--- src/rtl/grey_pkg.sv ---
// Shared widths, FSM encoding and Gray-to-binary decode for the Gray-code receiver.
package grey_pkg;

  localparam int unsigned GREY_W    = 6;
  localparam int unsigned ERR_CNT_W = 8;

  typedef enum logic [0:0] {
    LOAD,
    TRACK
  } rx_state_e;

  // Each binary bit is the XOR of all Gray bits at or above it.
  function automatic logic [GREY_W-1:0] grey2bin(input logic [GREY_W-1:0] g);
    logic [GREY_W-1:0] b;
    b = g;
    for (int s = 1; s < int'(GREY_W); s++) begin
      b = b ^ (g >> s);
    end
    return b;
  endfunction

endpackage

--- src/rtl/grey_sync.sv ---
// Multi-flop bus synchronizer; only safe for buses that change one bit at a time.
module grey_sync #(
  parameter int unsigned Width  = 6,
  parameter int unsigned Stages = 2
) (
  input  logic             clk_i,
  input  logic             rst_ni,
  input  logic [Width-1:0] data_i,
  output logic [Width-1:0] data_o
);

  logic [Stages-1:0][Width-1:0] sync_q;

  always_ff @(posedge clk_i or negedge rst_ni) begin
    if (!rst_ni) begin
      sync_q <= '0;
    end else begin
      sync_q <= {sync_q[Stages-2:0], data_i};
    end
  end

  assign data_o = sync_q[Stages-1];

endmodule

--- src/rtl/grey_code6_rx.sv ---
// Gray-code link receiver: synchronize, decode, and turn each code step into
// an incr/decr pulse, flagging and counting any multi-step jump.
module grey_code6_rx
  import grey_pkg::*;
#(
  parameter int unsigned SYNC_STAGES = 2
) (
  input  logic                 clk,
  input  logic                 rst,
  input  logic [GREY_W-1:0]    grey,
  input  logic                 err_clr,
  output logic [GREY_W-1:0]    bin,
  output logic                 incr,
  output logic                 decr,
  output logic                 err,
  output logic                 err_sticky,
  output logic [ERR_CNT_W-1:0] err_cnt,
  output logic                 locked
);

  localparam int unsigned FillW = $clog2(SYNC_STAGES + 1);
  localparam logic [FillW-1:0] FillLast = FillW'(SYNC_STAGES);

  logic [GREY_W-1:0]    grey_sync_out;
  logic [GREY_W-1:0]    bin_d, bin_q;
  logic [GREY_W-1:0]    prev_d, prev_q;
  logic [GREY_W-1:0]    delta;
  logic [FillW-1:0]     fill_d, fill_q;
  rx_state_e            state_d, state_q;
  logic                 locked_d, locked_q;
  logic                 incr_d, incr_q;
  logic                 decr_d, decr_q;
  logic                 err_d, err_q;
  logic                 sticky_d, sticky_q;
  logic [ERR_CNT_W-1:0] cnt_d, cnt_q;

  grey_sync #(
    .Width  (GREY_W),
    .Stages (SYNC_STAGES)
  ) u_grey_sync (
    .clk_i  (clk),
    .rst_ni (rst),
    .data_i (grey),
    .data_o (grey_sync_out)
  );

  assign bin_d = grey2bin(grey_sync_out);
  assign delta = bin_q - prev_q;

  always_comb begin
    state_d  = state_q;
    fill_d   = fill_q;
    prev_d   = prev_q;
    locked_d = locked_q;
    incr_d   = 1'b0;
    decr_d   = 1'b0;
    err_d    = 1'b0;
    sticky_d = sticky_q;
    cnt_d    = cnt_q;

    // Clear first so a coincident error still counts as the first one.
    if (err_clr) begin
      sticky_d = 1'b0;
      cnt_d    = '0;
    end

    unique case (state_q)
      LOAD: begin
        if (fill_q == FillLast) begin
          // Baseline is the value bin captures on this same edge.
          prev_d   = bin_d;
          locked_d = 1'b1;
          state_d  = TRACK;
        end else begin
          fill_d = fill_q + 1'b1;
        end
      end
      TRACK: begin
        prev_d = bin_q;
        if (delta == GREY_W'(1)) begin
          incr_d = 1'b1;
        end else if (delta == '1) begin
          decr_d = 1'b1;
        end else if (delta != '0) begin
          err_d    = 1'b1;
          sticky_d = 1'b1;
          if (cnt_d != '1) begin
            cnt_d = cnt_d + 1'b1;
          end
        end
      end
      default: state_d = LOAD;
    endcase
  end

  always_ff @(posedge clk or negedge rst) begin
    if (!rst) begin
      state_q  <= LOAD;
      fill_q   <= '0;
      bin_q    <= '0;
      prev_q   <= '0;
      locked_q <= 1'b0;
      incr_q   <= 1'b0;
      decr_q   <= 1'b0;
      err_q    <= 1'b0;
      sticky_q <= 1'b0;
      cnt_q    <= '0;
    end else begin
      state_q  <= state_d;
      fill_q   <= fill_d;
      bin_q    <= bin_d;
      prev_q   <= prev_d;
      locked_q <= locked_d;
      incr_q   <= incr_d;
      decr_q   <= decr_d;
      err_q    <= err_d;
      sticky_q <= sticky_d;
      cnt_q    <= cnt_d;
    end
  end

  assign bin        = bin_q;
  assign incr       = incr_q;
  assign decr       = decr_q;
  assign err        = err_q;
  assign err_sticky = sticky_q;
  assign err_cnt    = cnt_q;
  assign locked     = locked_q;

endmodule

--- config.mk ---
export PLATFORM = sky130hd
export DESIGN_NAME = grey_code6_rx
export DESIGN_NICKNAME = d
export VERILOG_FILES = /design/src/rtl/grey_pkg.sv /design/src/rtl/grey_sync.sv /design/src/rtl/grey_code6_rx.sv
export SDC_FILE = /design/constraint.sdc
export NUM_CORES = 1
export LEC_CHECK = 0
export CORE_MARGIN = 2
export CORE_UTILIZATION = 53
export CTS_CLUSTER_SIZE = 14
export DETAILED_ROUTE_END_ITERATION = 16
export PLACE_DENSITY = 0.78
export SLEW_MARGIN = 20
export SYNTH_ARGS = -nofsm -noshare
export SYNTH_HDL_FRONTEND = slang
export SYNTH_HIERARCHICAL = 1
export SYNTH_SLANG_ARGS = --single-unit
--- constraint.sdc ---
create_clock -name clk -period 3.7 [get_ports clk]
set_input_delay 0.37 -clock clk [delete_from_list [all_inputs] [get_ports clk]]
set_output_delay 0.37 -clock clk [all_outputs]
set_load 0.01 [all_outputs]
==> reports/metrics.yaml <==
timing:
  hold_violations: 0
  relSlewSlack_pct: 42.3
  hold_ws_ns: 0.114
  skew_ns: 0.0116
  worstMarginPinSlew_ns: 0.865
  rsz0062_at_grt: "false"
  fmax_ghz: 0.350
  setup_ws_ns: 0.840
  finalSetupViolations: 0
  finalCritPeriodShare_pct: 77.3
  slew_viol_final: 0
  period_minus_slack_ns: 2.86
  setup_tns_ns: 0
logic_synthesis:
  ys_types: 47
  synth_area_per_cell_sq_um: 11.1
  synthFlopType: "dfrtp_1"
  synth.ff_latch_count: 40
  yosys.area.top_type: "dfrtp_1"
  yosysMostFrequentCell: "dfrtp_1"
  netlist.area_leader.share_pct: 51.6
  async_flop_share_pct: 100
  synth_area_leaders: "dfrtp_1 (52%), ha_1 (4.5%), nand2_1 (2.9%), inv_1 (2.5%), o21ai_0 (2.3%)"
  seq_area_frac_synth_pct: 51.6
  synth_cells: 175
  netlist_top_cells_count: "dfrtp_1 (40), nand2_1 (15), inv_1 (13)"
  yosysWarningCount: 6
  synth-edff-count: 0
  synthesis.nets: 192
  syn_area_sq_um: 1940
die:
  die_w_microns: 64.5
  std_cell_rows: 21
  die_area_sq_um: 4160
  core_sq_um: 3420
  num_io_pins: 28
  initial_utilization_pct: 56.7
  die_h_microns: 64.5
grt:
  grt_pass1_vias: 1413
  grt_pass1_wl_microns: 6220
  antenna_found_initial: 0
  grt_max_degree: 41
  grt_overflow: 0
  track_usage_pct: 19.6
route:
  dr.pass1.iters: 4
  post_drt_wl_per_cell_microns: 14.6
  num_vias: 1392
  vias_per_cell: 5.66
  drt-total-wl_microns: 3600
  ant_nets: 0
  drc_errors: 0
  first_iter_violations: 123
cts:
  clk_latency_ns: 0.36
  ctsLongestPathBuffers: 2
  cts_resized: 0
  clk_pin_slew_ns: 0.12
  cts_tree: "built"
  post_cts_buffers: 0
  cts_htree_levels: 2
  clock_sinks: 40
  cts_root_buf: "clkbuf_4"
  cts_buffers: 5
  cts_hold_buf: 0
placement:
  pre_cts_slack_ns: 0.791
  dp_hpwl_microns: 2620
  place_congestion: 0.787
  dpl_cell_area_sq_um: 2190
  io_buffers: 27
run:
  drv_cap: 0
hold_path:
  hp-class: "input port to asynchronous set/reset pin"
pwr:
  peakVddDrop_uv: 285
  power_density_nw_per_um2: 537
  power.leakage_uw: 0.00105
setup_path:
  worst_path_most_repeated_cell: "inv_1"
  critical_path_class: "flop to flop"
  path_max_fanout: 10
  r2r.worst_path.cells: 10
  cpPeakStageDelay_ns: 0.41
  critPathArrivalTime_ns: 3.10
  cp_cell_sequence: "inv_1, ha_1, inv_1, fa_1, xnor2_1, nor4_1, o211ai_1, nor3_4, nor4_2, mux2_1"
  cp_data_required_time_ns: 3.94
  critPathLaunchType: "flop"
  end_kind: "flop"
  cp_slowest_cell: "dfrtp_1"
final_layout:
  nets: 216
  area_delta_synth_final_pct: 17.8
  antenna_cells: 0
  drive_gt1_share_pct: 9.00
  final_area_sq_um: 2280
status:
  status: "complete, no violations"
[placed cells by master (no fill, tap or decap), types with 5 or more instances in the layout]
| cell | n |
|---|---|
| xnor2_1 | 5 |
| nor2_1 | 5 |
| ha_1 | 7 |
| nand2_1 | 15 |
| o21ai_0 | 9 |
| clkbuf_4 | 5 |
| inv_1 | 13 |
| a21oi_1 | 5 |
| nor3_1 | 5 |
| clkdlybuf4s50_1 | 26 |
| dfrtp_1 | 40 |
[routing by layer]
metal | global-route usage, % | vias up | wire length, microns | part of all wire (%)
met3 | 6.60 | 6 | 273 | 7.6
met2 | 32.3 | 62 | 1790 | 50
met5 | 0 | - | 0 | 0
met4 | 7.98 | 0 | 53 | 1.5
met1 | 23.7 | 667 | 1490 | 41
li1 | - | 657 | - | -
[power breakdown]
group | leakage (uW) | internal (uW) | switching (uW)
clock network | 0.0000484 | 162 | 145
logic | 0.000526 | 189 | 198
registers | 0.000472 | 489 | 42.5
total | 0.00105 | 840 | 386
[cells by family after synthesis]
| family | after synthesis | share of synthesized area [%] |
|---|---|---|
| AND/OR/NAND/NOR | 56 | 16.1 |
| adder cells (fa/ha/maj) | 8 | 5.55 |
| multiplexers | 7 | 4.20 |
| flip-flops | 40 | 51.6 |
| AO/OA/AOI/OAI | 30 | 10.6 |
| XOR/XNOR | 10 | 5.68 |
| buffers and inverters | 24 | 6.20 |
[layout make-up]
class                           count  area, sq um
Multi-Input combinational cell    111          817
Clock buffer                        6         51.3
Inverter                           14         52.6
Sequential cell                    40         1000
Timing Repair Buffer               27          265
Clock inverter                      2         38.8
Tap cell                           46         57.6
Fill cell                         282         1130
[path summary, 6_finish.rpt]
path                                       startpoint                    end  slack [ns]
worst min register to register  u_grey_sync/sync_q[1]  u_grey_sync/data_o[1]        0.36
worst max register to register                 bin[0]             err_cnt[1]        0.84
worst max-delay path                           bin[0]             err_cnt[1]        0.84
min in group clk                u_grey_sync/sync_q[1]  u_grey_sync/data_o[1]        0.36
max in group asynchronous                         rst             err_cnt[1]        3.05
worst min-delay path                              rst              prev_q[0]        0.11
[critical path: cells and delay by family (launching register included)]
family	cells	cell delay, ns
buf+inv	2	0.13
fa+ha+maj	2	0.60
xor+xnor	1	0.30
compound gates	1	0.32
flops	1	0.41
simple gates	3	0.61
mux	1	0.37
[through the flow]
stage                     total power (uW)  utilization, %  cells
after global placement                 902            64.2    238
after global routing                  1300            66.8    246
after CTS                             1230            66.8    246
after detailed placement               924            64.2    238
after floorplan                        784               -    175
final                                 1230            66.8    246
[state kept, by name, summed over array words and instances (netlist names)]
signal              count
u_grey_sync/data_o      6
err_sticky              1
prev_q                  6
err_cnt                 8
bin                     6
state_q                 1
incr                    1
err                     1
fill_q                  2
decr                    1
locked                  1
u_grey_sync/sync_q      6
Note: power is estimated with default switching activity, not from simulation.
